[config.mk]
export PLATFORM = sky130hd
export DESIGN_NAME = bus_arbiter
export DESIGN_NICKNAME = d
export VERILOG_FILES = /design/src/rtl/bus_pkg.sv /design/src/rtl/bus_rr_picker.sv /design/src/rtl/bus_arbiter.sv
export SDC_FILE = /design/constraint.sdc
export NUM_CORES = 1
export LEC_CHECK = 0
export BUFFER_PORTS_ARGS = -buffer_cell sky130_fd_sc_hd__buf_2
export CORE_AREA = 2 2 213 215
export DETAILED_ROUTE_END_ITERATION = 10
export DIE_AREA = 0 0 215 217
export PLACE_DENSITY = 0.46
export SETUP_SLACK_MARGIN = 0.5
export SLEW_MARGIN = 25
export SYNTH_ARGS = -nofsm -noshare
export SYNTH_HDL_FRONTEND = slang
export SYNTH_SLANG_ARGS = --single-unit
[constraint.sdc]
create_clock -name clk_i -period 2.8 [get_ports clk_i]
set_input_delay 0.14 -clock clk_i [delete_from_list [all_inputs] [get_ports clk_i]]
set_output_delay 0.14 -clock clk_i [all_outputs]
set_load 0.05 [all_outputs]
[src/rtl/bus_pkg.sv]
// Shared types and decode constants for the system data bus arbiter.
package bus_pkg;

    typedef enum logic [1:0] {
        IDLE = 2'd0,
        XFER = 2'd1,
        RESP = 2'd2
    } state_t;

    localparam int NUM_SLAVES = 8;

    // Address decode: bit 31 flags an unmapped region, bits 30:28 select the slave.
    localparam int SEL_MSB = 30;
    localparam int SEL_LSB = 28;
    localparam int ERR_BIT = 31;

    localparam logic [2:0] SLV_UROM = 3'd0;
    localparam logic [2:0] SLV_SRAM = 3'd1;
    localparam logic [2:0] SLV_UART = 3'd2;

    localparam logic [1:0] HB_BYTE = 2'b00;
    localparam logic [1:0] HB_HALF = 2'b01;
    localparam logic [1:0] HB_WORD = 2'b10;

endpackage

[src/rtl/bus_rr_picker.sv]
// Two-way round-robin selector: on a tie the master that did not win last time is chosen.
module bus_rr_picker (
    input  logic [1:0] req,
    input  logic       last_grant,
    output logic       valid,
    output logic       sel
);

    always_comb begin
        valid = |req;
        if (req == 2'b11) begin
            sel = ~last_grant;
        end else begin
            sel = req[1];
        end
    end

endmodule

[src/rtl/bus_arbiter.sv]
// Two-master / eight-slave bus arbiter: picks a master, runs one slave access with a
// timeout, and returns read data or an error as a single-cycle completion pulse.
module bus_arbiter
    import bus_pkg::*;
#(
    parameter int TIMEOUT_CYCLES = 16,
    parameter int NUM_SLAVES     = 8
) (
    input  logic                      clk_i,
    input  logic                      rst_i,

    input  logic                      m0_req_i,
    input  logic [31:0]               m0_addr_i,
    input  logic [31:0]               m0_wdata_i,
    input  logic                      m0_we_i,
    input  logic                      m0_re_i,
    input  logic [1:0]                m0_hb_i,
    output logic                      m0_gnt_o,
    output logic [31:0]               m0_rdata_o,
    output logic                      m0_err_o,

    input  logic                      m1_req_i,
    input  logic [31:0]               m1_addr_i,
    input  logic [31:0]               m1_wdata_i,
    input  logic                      m1_we_i,
    input  logic                      m1_re_i,
    input  logic [1:0]                m1_hb_i,
    output logic                      m1_gnt_o,
    output logic [31:0]               m1_rdata_o,
    output logic                      m1_err_o,

    output logic [31:0]               s_addr_o,
    output logic [31:0]               s_wdata_o,
    output logic                      s_we_o,
    output logic                      s_re_o,
    output logic [1:0]                s_hb_o,
    output logic                      s_req_o,
    output logic [NUM_SLAVES-1:0]     s_ce_o,
    input  logic                      s_gnt_i,
    input  logic [32*NUM_SLAVES-1:0]  s_rdata_i,

    output logic                      busy_o
);

    localparam int CNT_W = (TIMEOUT_CYCLES > 1) ? $clog2(TIMEOUT_CYCLES) : 1;
    localparam logic [CNT_W-1:0] CNT_LAST = CNT_W'(TIMEOUT_CYCLES - 1);

    state_t            state;
    state_t            state_next;

    logic              pick_valid;
    logic              pick_sel;
    logic              last_grant;

    logic [31:0]       pick_addr;
    logic [31:0]       pick_wdata;
    logic              pick_we;
    logic              pick_re;
    logic [1:0]        pick_hb;

    logic              master_q;
    logic [31:0]       addr_q;
    logic [31:0]       wdata_q;
    logic              we_q;
    logic              re_q;
    logic [1:0]        hb_q;
    logic [2:0]        slv_q;
    logic [31:0]       rdata_q;
    logic              err_q;
    logic [CNT_W-1:0]  cnt;
    logic              timeout;

    function automatic logic [31:0] slave_word(input logic [32*NUM_SLAVES-1:0] bus,
                                               input logic [2:0] idx);
        return bus[{idx, 5'b0} +: 32];
    endfunction

    bus_rr_picker u_picker (
        .req        ({m1_req_i, m0_req_i}),
        .last_grant (last_grant),
        .valid      (pick_valid),
        .sel        (pick_sel)
    );

    always_comb begin
        pick_addr  = pick_sel ? m1_addr_i  : m0_addr_i;
        pick_wdata = pick_sel ? m1_wdata_i : m0_wdata_i;
        pick_we    = pick_sel ? m1_we_i    : m0_we_i;
        pick_re    = pick_sel ? m1_re_i    : m0_re_i;
        pick_hb    = pick_sel ? m1_hb_i    : m0_hb_i;
    end

    assign timeout = (cnt == CNT_LAST);

    always_ff @(posedge clk_i or posedge rst_i) begin
        if (rst_i) begin
            state <= IDLE;
        end else begin
            state <= state_next;
        end
    end

    // A slave grant arriving on the last timeout cycle takes priority over the timeout.
    always_comb begin
        state_next = state;
        case (state)
            IDLE: begin
                if (pick_valid) begin
                    state_next = pick_addr[ERR_BIT] ? RESP : XFER;
                end
            end
            XFER: begin
                if (s_gnt_i || timeout) begin
                    state_next = RESP;
                end
            end
            RESP:    state_next = IDLE;
            default: state_next = IDLE;
        endcase
    end

    always_ff @(posedge clk_i or posedge rst_i) begin
        if (rst_i) begin
            master_q   <= 1'b0;
            addr_q     <= '0;
            wdata_q    <= '0;
            we_q       <= 1'b0;
            re_q       <= 1'b0;
            hb_q       <= '0;
            slv_q      <= '0;
            rdata_q    <= '0;
            err_q      <= 1'b0;
            cnt        <= '0;
            last_grant <= 1'b1;
        end else begin
            case (state)
                IDLE: begin
                    if (pick_valid) begin
                        master_q <= pick_sel;
                        addr_q   <= pick_addr;
                        wdata_q  <= pick_wdata;
                        we_q     <= pick_we;
                        re_q     <= pick_re;
                        hb_q     <= pick_hb;
                        slv_q    <= pick_addr[SEL_MSB:SEL_LSB];
                        cnt      <= '0;
                        rdata_q  <= '0;
                        err_q    <= pick_addr[ERR_BIT];
                    end
                end
                XFER: begin
                    if (s_gnt_i) begin
                        rdata_q <= re_q ? slave_word(s_rdata_i, slv_q) : 32'h0;
                        err_q   <= 1'b0;
                    end else if (timeout) begin
                        rdata_q <= '0;
                        err_q   <= 1'b1;
                    end else begin
                        cnt <= cnt + CNT_W'(1);
                    end
                end
                RESP: begin
                    last_grant <= master_q;
                end
                default: ;
            endcase
        end
    end

    always_comb begin
        s_req_o    = 1'b0;
        s_ce_o     = '0;
        s_we_o     = 1'b0;
        s_re_o     = 1'b0;
        m0_gnt_o   = 1'b0;
        m0_rdata_o = '0;
        m0_err_o   = 1'b0;
        m1_gnt_o   = 1'b0;
        m1_rdata_o = '0;
        m1_err_o   = 1'b0;
        busy_o     = (state != IDLE);
        case (state)
            XFER: begin
                s_req_o = 1'b1;
                s_ce_o  = NUM_SLAVES'(1) << slv_q;
                s_we_o  = we_q;
                s_re_o  = re_q;
            end
            RESP: begin
                if (master_q) begin
                    m1_gnt_o   = 1'b1;
                    m1_rdata_o = rdata_q;
                    m1_err_o   = err_q;
                end else begin
                    m0_gnt_o   = 1'b1;
                    m0_rdata_o = rdata_q;
                    m0_err_o   = err_q;
                end
            end
            default: ;
        endcase
    end

    assign s_addr_o  = addr_q;
    assign s_wdata_o = wdata_q;
    assign s_hb_o    = hb_q;

endmodule

* Word-level counts from Yosys, hierarchy flattened *
Index checks and enable logic that the tools add are counted.

operators by class
  add/sub/neg operators = 1
  eq/ne operators = 9
  shift-type cells = 2
  multiplexer cells = 39
  bitwise gates (word level) = 1
  reductions and logical operators = 9

operator list
  kind                                                                    number
  32-bit two-way mux                                                      10
  256-bit by 9-bit indexed part select with 32-bit output                 1
  32-bit case mux with 2 select lines                                     1
  1-bit two-way mux                                                       17
  4-bit two-way mux                                                       3
  2-bit two-way mux                                                       4
  8-bit two-way mux                                                       1
  2-bit inequality test (second input constant)                           4
  4-bit case mux with 2 select lines                                      1
  1-bit by 3-bit << shifter with 8-bit output (first input constant)      1
  4-bit by 1-bit adder with 4-bit output (second input constant)          1
  2-bit equality test (second input constant)                             2
  4-bit equality test (second input constant)                             1
  2-bit case mux with 2 select lines                                      1
  2-bit AND reduction                                                     2
  4-bit AND reduction                                                     1
  2-bit nonzero test                                                      2
  3-bit inequality test (second input constant)                           1
  3-bit AND reduction                                                     1
  2-bit by 1-bit equality test with 1-bit output (second input constant)  1
  2-bit zero test                                                         1
  1-bit case mux with 2 select lines                                      1
  2-bit OR reduction                                                      1
  1-bit logical OR                                                        1
  1-bit inverter                                                          1

word-level totals
  register bits = 112
  input bits = 397
  output and inout port bits = 146
  word-level logic and storage cells = 73

* Logic depth before layout (Yosys ltp) *
Gate-level depths: netlist of the first run.

  word-level depth = 6
  gate-level depth with buffers = 7
  gate-level depth less buffers = 5

* Hierarchy *
From an unflattened synthesis of the first run, not the netlist that was laid out.

second synthesis, totals
  cells, all modules = 654
  area total of the unflattened synthesis = 7101.8 µm²

modules (own cells, without submodules)
  module         times used  cells an instance  area an instance (µm²)  sequential area each (µm²)
  bus_arbiter    1           652                7088.0                  2728.9
  bus_rr_picker  1           2                  13.8                    0.0

* Worst setup path after synthesis of the first run *
No wires, ideal clock.

  kind = flip-flop to output port
  start = reg, netlist name s_addr_o[29]
  end = out s_ce_o[0]
  arrival time = 2673 ps
  data required time = 2660 ps
  slack = -13 ps
  stages on the path, launching flop included = 5
  buffers on the path = 3
  cells stage by stage = dfrtp_1 > buf_6 > buf_6 > clkbuf_1 > nor4_1

RTL lines
  what       RTL line           RTL
  to (decl)  bus_arbiter.sv:38  output logic [NUM_SLAVES-1:0] s_ce_o,

* Final worst setup path of the first run *
  start = reg state[0]
  end = out m0_rdata_o[17]

on the way
  longest elaborated chain between the ends = 2

ends and longest elaborated chain
  what                    RTL line            RTL
  from (decl)             bus_arbiter.sv:48   state_t state;
  from (signal assigned)  bus_arbiter.sv:99   state <= state_next;
  2-bit equality test     bus_arbiter.sv:182  case (state)
  32-bit two-way mux      bus_arbiter.sv:182
  to (decl)               bus_arbiter.sv:19   output logic [31:0] m0_rdata_o,

Every way passes these cells.

==> impl_metrics.yaml, run 1 <==
status:
  status: "complete, no violations"
clocking:
  numClockSinks: 109
  clock_latency_ns: 0.39
  cts_tree: "built"
  clkSlewWorstSetupHoldPaths_ns: 0.08
  cts_buffers: 9
  htree_num_levels: 3
  cts-root-buf: "sky130_fd_sc_hd__clkbuf_16"
  clockBufferDepth: 2
routing:
  drt-initial-drc-count: 389
  drcViolationCount: 0
  drt-wirelength-per-cell_um: 17.9
  first_pass_iters: 6
  count_of_nets_left_with_antenna_violations_after_detail_routing: 0
  routed_via_density: 4.03
  detailroute.via_count: 7202
  route.final.wire_length_mm: 31.9
placed_design:
  dpl_cell_area_mm2: 0.0105
  port_buffers: 542
  replace_congestion: 0.823
  dpl.hpwl_mm: 25.9
timing:
  max_clock_freq_mhz: 465
  period_share_pct: 76.9
  timing.setup.tns_ns: 0
  slew_headroom_pct: 31.6
  finalCriticalPeriod_ns: 2.15
  worst_slew_pin_slew_ns: 1.02
  hold_viol: 0
  setup_violations: 0
  worst_hold_slack_after_final_layout_ns: 0.0409
  clock-skew-final_ns: 0.0137
  slew_viol_final: 0
  unrepaired_setup_endpoints_after_global_routing: "false"
cells_and_area:
  seq_area_mm2: 0.00274
  final_nets: 1575
  number_of_inserted_filler_cells_in_the_final_layout: 4918
  design_area_mm2: 0.0109
  multi_input_comb_area_mm2: 0.00405
  area.growth.synth_to_final_pct: 53.9
  drive_above_1_share_pct: 54.7
pwr:
  ir_worst_vdd_mv: 0.439
  p_leak_nw: 5.68
  cellPowerDensity_mw_per_mm2: 944
worst_setup_path:
  critPathRequiredTime_ns: 2.66
  path_cells: "inv_1 > nand2_1 > nor2_2 > buf_4 > and2_1 > buf_2"
  reg2reg_slack_ns: 0.79
  r2r_cells: 4
  worstReg2RegEnd: "rdata_q[8]"
  worstReg2RegStart: "state[1]"
  critPathSlowestCell: "sky130_fd_sc_hd__dfrtp_1"
  critical-path-max-stage-delay_ns: 0.44
  timing.critical_path.to_type: "primary output"
  type_of_origin_of_the_critical_path: "register"
  worst_setup_path_startpoint: "state[0]"
  biggest_fanout_along_the_worst_timing_path: 33
  crit_path_dat_ns: 2.01
  worstSetupPathType: "reg2out"
grt:
  grt.total_usage_pct: 13.4
  grt_pass1_wl_mm: 46.0
  grt_antenna_before_repair: 14
  pin_count_of_the_biggest_net_entering_global_routing: 107
  first_global_vias: 7360
  globalRoute.totalOverflow: 0
logic_synthesis:
  postSynthRegisterBits: 109
  synth-async-reset-ratio_pct: 100
  synth_warnings: 0
  netlist_top_cells_count: "sky130_fd_sc_hd__nand2_1, sky130_fd_sc_hd__dfrtp_1, sky130_fd_sc_hd__and2_1, sky130_fd_sc_hd__mux2i_1, sky130_fd_sc_hd__o21ai_0"
  synth_cells: 654
  synth_edf_count: 0
  net_count_of_the_mapped_netlist: 1052
  syn-cell-area_mm2: 0.00710
  ys.flop_type: "sky130_fd_sc_hd__dfrtp_1"
  ys_top_cells_by_area: "sky130_fd_sc_hd__dfrtp_1, sky130_fd_sc_hd__mux4_2, sky130_fd_sc_hd__mux2i_1"
  synth_area_leader_cell: "sky130_fd_sc_hd__dfrtp_1"
  post-synth-top-count-cell: "sky130_fd_sc_hd__nand2_1"
  synth_seq_area_share_pct: 38.4
  yosys.area.top_type_share_pct: 38.0
  synthDistinctLibCells: 37
  syn_avg_cell_area_um2: 10.9
die:
  die-area_mm2: 0.0467
  die_y_um: 217
  core-area_mm2: 0.0447
  placementRows: 78
  chipWidth_um: 215
  number_of_top_level_pins: 543
  floorplan.initialDensity_pct: 15.9
min_path:
  hold_path_end: "s_wdata_o[24]"
  hold-path-cell-count: 3
  hold_class: "in2reg"
  worst_hold_startpoint: "m1_wdata_i[24]"
flow_run:
  max_cap_viol_count: 0
[worst max path at each step]
stage / to / slack, ns / cells past startpoint
detailed placement: s_ce_o[1] / 0.61 / 5
CTS: s_ce_o[1] / 0.44 / 5
finish: m0_rdata_o[17] / 0.65 / 6
global placement: s_ce_o[1] / 0.64 / 5
global route: s_ce_o[6] / 0.51 / 3
floorplan: s_ce_o[4] / 0.30 / 5
[through the flow]
stage                     setup slack, ns  power (mW)  std cells  util, %
after floorplan                     0.298        7.22        654        -
after global placement              0.636        8.80       1761     23.5
after detailed placement            0.610        8.87       1761     23.5
after CTS                           0.438        10.5       1782     24.4
after global routing                0.510        11.0       1786     24.5
final                               0.647        10.3       1787     24.5
[per-layer routing]
metal | track usage, % | part of all wire (%)
met2 | 23.2 | 50
met3 | 3.42 | 7.8
met5 | 0 | 0.072
met1 | 15.9 | 40
met4 | 5.54 | 2.4
[cells by family after synthesis]
family	synth area share [%]
adder cells (fa/ha/maj)	0.176
multiplexers	30.8
flip-flops	38.4
XOR/XNOR	0.123
AO/OA/AOI/OAI	9.51
AND/OR/NAND/NOR	15.5
buffers and inverters	5.48
[layout make-up]
| type | instances | area share (%) |
|---|---|---|
| Sequential cell | 109 | 25.0 |
| Antenna cell | 5 | 0.114 |
| Clock inverter | 7 | 1.09 |
| Multi-Input combinational cell | 482 | 37.0 |
| Timing Repair Buffer | 567 | 27.5 |
| Inverter | 8 | 0.309 |
| Clock buffer | 9 | 2.06 |
| Tap cell | 600 | 6.87 |
[critical path, delay by kind of cell (launching register included)]
family	cells	cell delay, ns
buffers and inverters	3	0.73
DFF	1	0.44
and+or+nand+nor	3	0.42
[cells in the final DEF, fill, tap and decap left out, drive strengths merged, types with 2 or more instances in the layout]
cell type / synthesis / layout
nand2b: 2 / 2
bufinv: 0 / 2
nand2: 142 / 142
a22oi: 32 / 32
nand3: 3 / 3
a21o: 2 / 2
diode: 0 / 5
clkinv: 0 / 3
mux2i: 68 / 68
o21ai: 69 / 69
mux4: 64 / 64
nor3: 6 / 6
buf: 35 / 562
inv: 8 / 9
nor2: 10 / 10
and2: 68 / 68
clkbuf: 20 / 9
dlygate4sd3: 0 / 5
and3: 2 / 2
dfrtp: 108 / 108
a21oi: 2 / 2
[sequential cells by signal, summed over array words and instances (netlist names)]
name	flops
cnt	4
err_q	1
last_grant	1
master_q	1
rdata_q	32
re_q	1
s_addr_o	32
s_hb_o	2
s_wdata_o	32
state	2
we_q	1
[report_power, final]
group / switching (mW) / internal (mW) / total, mW
clock network: 0.743 / 0.810 / 1.55
logic: 4.01 / 2.00 / 6.01
registers: 0.532 / 2.22 / 2.75
total: 5.29 / 5.03 / 10.3
[repair_timing]
| action | CTS | global route |
|---|---|---|
| setup buffers | 0 | 0 |
| endpoints found under the setup margin | 4 | 4 |
| endpoints found under the hold margin | 26 | 0 |
| pin swaps | 0 | 1 |
| hold buffers | 5 | 0 |
| resized for setup | 8 | 4 |
(Power assumes the default switching activity.)
==> run 2, diff against run 1 <==
clock period = 1.8 ns   (was 2.8 ns; I/O delays follow)
==> run 2 against run 1 <==
Sequential power increased by 52%; power grew 100%; non-clock buffer count up 194; die area stayed put; design area rose by 35%; via count is 16% higher; worst hold slack worse by 0.029 ns; clock skew is 0.0067 ns lower; critical endpoint is now m0_rdata_o[25]; core utilization up 8.5 points.
==> impl_metrics.yaml, run 2 (synthesis results as in run 1) <==
status:
  status: "complete, no violations"
routing:
  drcViolationCount: 0
  count_of_nets_left_with_antenna_violations_after_detail_routing: 0
  drt-initial-drc-count: 363
  detailroute.via_count: 8326
  drt-wirelength-per-cell_um: 19.9
  first_pass_iters: 4
  route.final.wire_length_mm: 39.5
  routed_via_density: 4.19
placed_design:
  port_buffers: 542
  replace_congestion: 0.880
  dpl.hpwl_mm: 28.1
  pre_cts_ws_ns: 0.0311
timing:
  clock-skew-final_ns: 0.00695
  unrepaired_setup_endpoints_after_global_routing: "true"
  period_share_pct: 100
  setup_slack_after_layout_ns: 0.000685
  worst_slew_pin_slew_ns: 0.385
  slew_viol_final: 0
  max_clock_freq_mhz: 556
  hold_viol: 0
  setup_violations: 0
  finalCriticalPeriod_ns: 1.80
  timing.setup.tns_ns: 0
  slew_headroom_pct: 74.4
worst_setup_path:
  crit_path_dat_ns: 1.71
  worstSetupPathType: "reg2out"
  type_of_origin_of_the_critical_path: "register"
  critPathRequiredTime_ns: 1.71
  biggest_fanout_along_the_worst_timing_path: 8
  timing.critical_path.to_type: "primary output"
die:
  chipWidth_um: 215
  placementRows: 78
  die_y_um: 217
  core-area_mm2: 0.0447
  number_of_top_level_pins: 543
  floorplan.initialDensity_pct: 15.9
  die-area_mm2: 0.0467
min_path:
  hold_class: "in2reg"
cells_and_area:
  final_nets: 1773
  final_cell_mix: "sky130_fd_sc_hd__buf_2, sky130_fd_sc_hd__nand2_1, sky130_fd_sc_hd__dlygate4sd3_1, sky130_fd_sc_hd__dfrtp_1, sky130_fd_sc_hd__mux2i_1"
  seq_area_mm2: 0.00274
  number_of_inserted_filler_cells_in_the_final_layout: 4541
  multi_input_comb_area_mm2: 0.00457
  mostFrequentLayoutCell: "sky130_fd_sc_hd__buf_2"
  area.growth.synth_to_final_pct: 108
  drive_above_1_share_pct: 64.2
grt:
  grt.total_usage_pct: 16.2
  globalRoute.totalOverflow: 0
  pin_count_of_the_biggest_net_entering_global_routing: 64
  grt_pass1_wl_mm: 55.6
  first_global_vias: 8767
  grt_antenna_before_repair: 11
pwr:
  ir_worst_vdd_mv: 0.980
  cellPowerDensity_mw_per_mm2: 1430
  p_leak_nw: 7.07
clocking:
  clockBufferDepth: 2
  cts_tree: "built"
  cts_buffers: 9
  numClockSinks: 109
  clock_latency_ns: 0.38
  cts-root-buf: "sky130_fd_sc_hd__clkbuf_16"
  htree_num_levels: 3
  clkSlewWorstSetupHoldPaths_ns: 0.09
flow_run:
  max_cap_viol_count: 0
-- run 2: timing repair --
| action | CTS | global route |
|---|---|---|
| hold buffers | 114 | 0 |
| endpoints found under the hold margin | 170 | 0 |
| gates cloned | 15 | 7 |
| resized for setup | 307 | 105 |
| buffers inserted | 33 | 14 |
| pin swaps | 43 | 28 |
| endpoints found under the setup margin | 191 | 191 |
-- run 2: through the flow --
step,util [%],area [µm²],std cells,hold slack (ns),power [mW]
floorplan,-,7560,654,0.215,12.1
global placement,24.8,11100,1781,0.228,14.6
detailed placement,24.8,11100,1781,0.229,14.7
CTS,31.9,14200,1959,0.00193,20.3
global route,33.0,14700,1985,0.000893,22.3
finish,33.0,14700,1986,0.0123,21.1
-- run 2: worst paths after layout --
kind                               start        endpoint  slack [ns]  cells after the start
max in group asynchronous          rst_i      last_grant        1.06                      4
min in group asynchronous          rst_i    s_addr_o[27]        0.35                      4
setup / recovery                state[0]  m0_rdata_o[25]      0.0007                      8
hold / removal             m0_addr_i[19]    s_addr_o[19]        0.01                      3
setup reg to reg                state[1]   s_wdata_o[18]        0.08                      8
hold reg to reg            s_wdata_o[13]   s_wdata_o[13]        0.48                      2
-- run 2: worst max-delay path, cell delays in order (launching register included) --
cell and delay [ns]:
sky130_fd_sc_hd__dfrtp_2 0.43, sky130_fd_sc_hd__inv_4 0.08, sky130_fd_sc_hd__nand2_4 0.05, sky130_fd_sc_hd__nor2_4 0.11
sky130_fd_sc_hd__buf_6 0.11, sky130_fd_sc_hd__buf_12 0.11, sky130_fd_sc_hd__buf_16 0.14, sky130_fd_sc_hd__and2_4 0.15
sky130_fd_sc_hd__buf_8 0.14
-- run 2: layer usage --
layer	track usage (%)	part of all wire, %	wire length (µm)
met5	0	0	0
met4	7.77	3.8	1510
met3	4.40	7.3	2890
met2	28.6	51	20000
met1	18.2	38	15100
-- run 2: cell type report --
cell class | count | area share (%)
timing repair buffer | 761 | 42.9
multi-input combinational | 486 | 31.0
sequential | 109 | 18.6
tap | 600 | 5.09
clock buffer | 9 | 1.53
clock inverter | 7 | 0.484
inverter | 8 | 0.305
antenna | 6 | 0.102
-- run 2: where the power goes --
part / internal [mW] / switching (mW)
clock: 0.978 / 1.16
sequential: 3.46 / 0.729
combinational: 6.70 / 8.04
total: 11.1 / 9.93
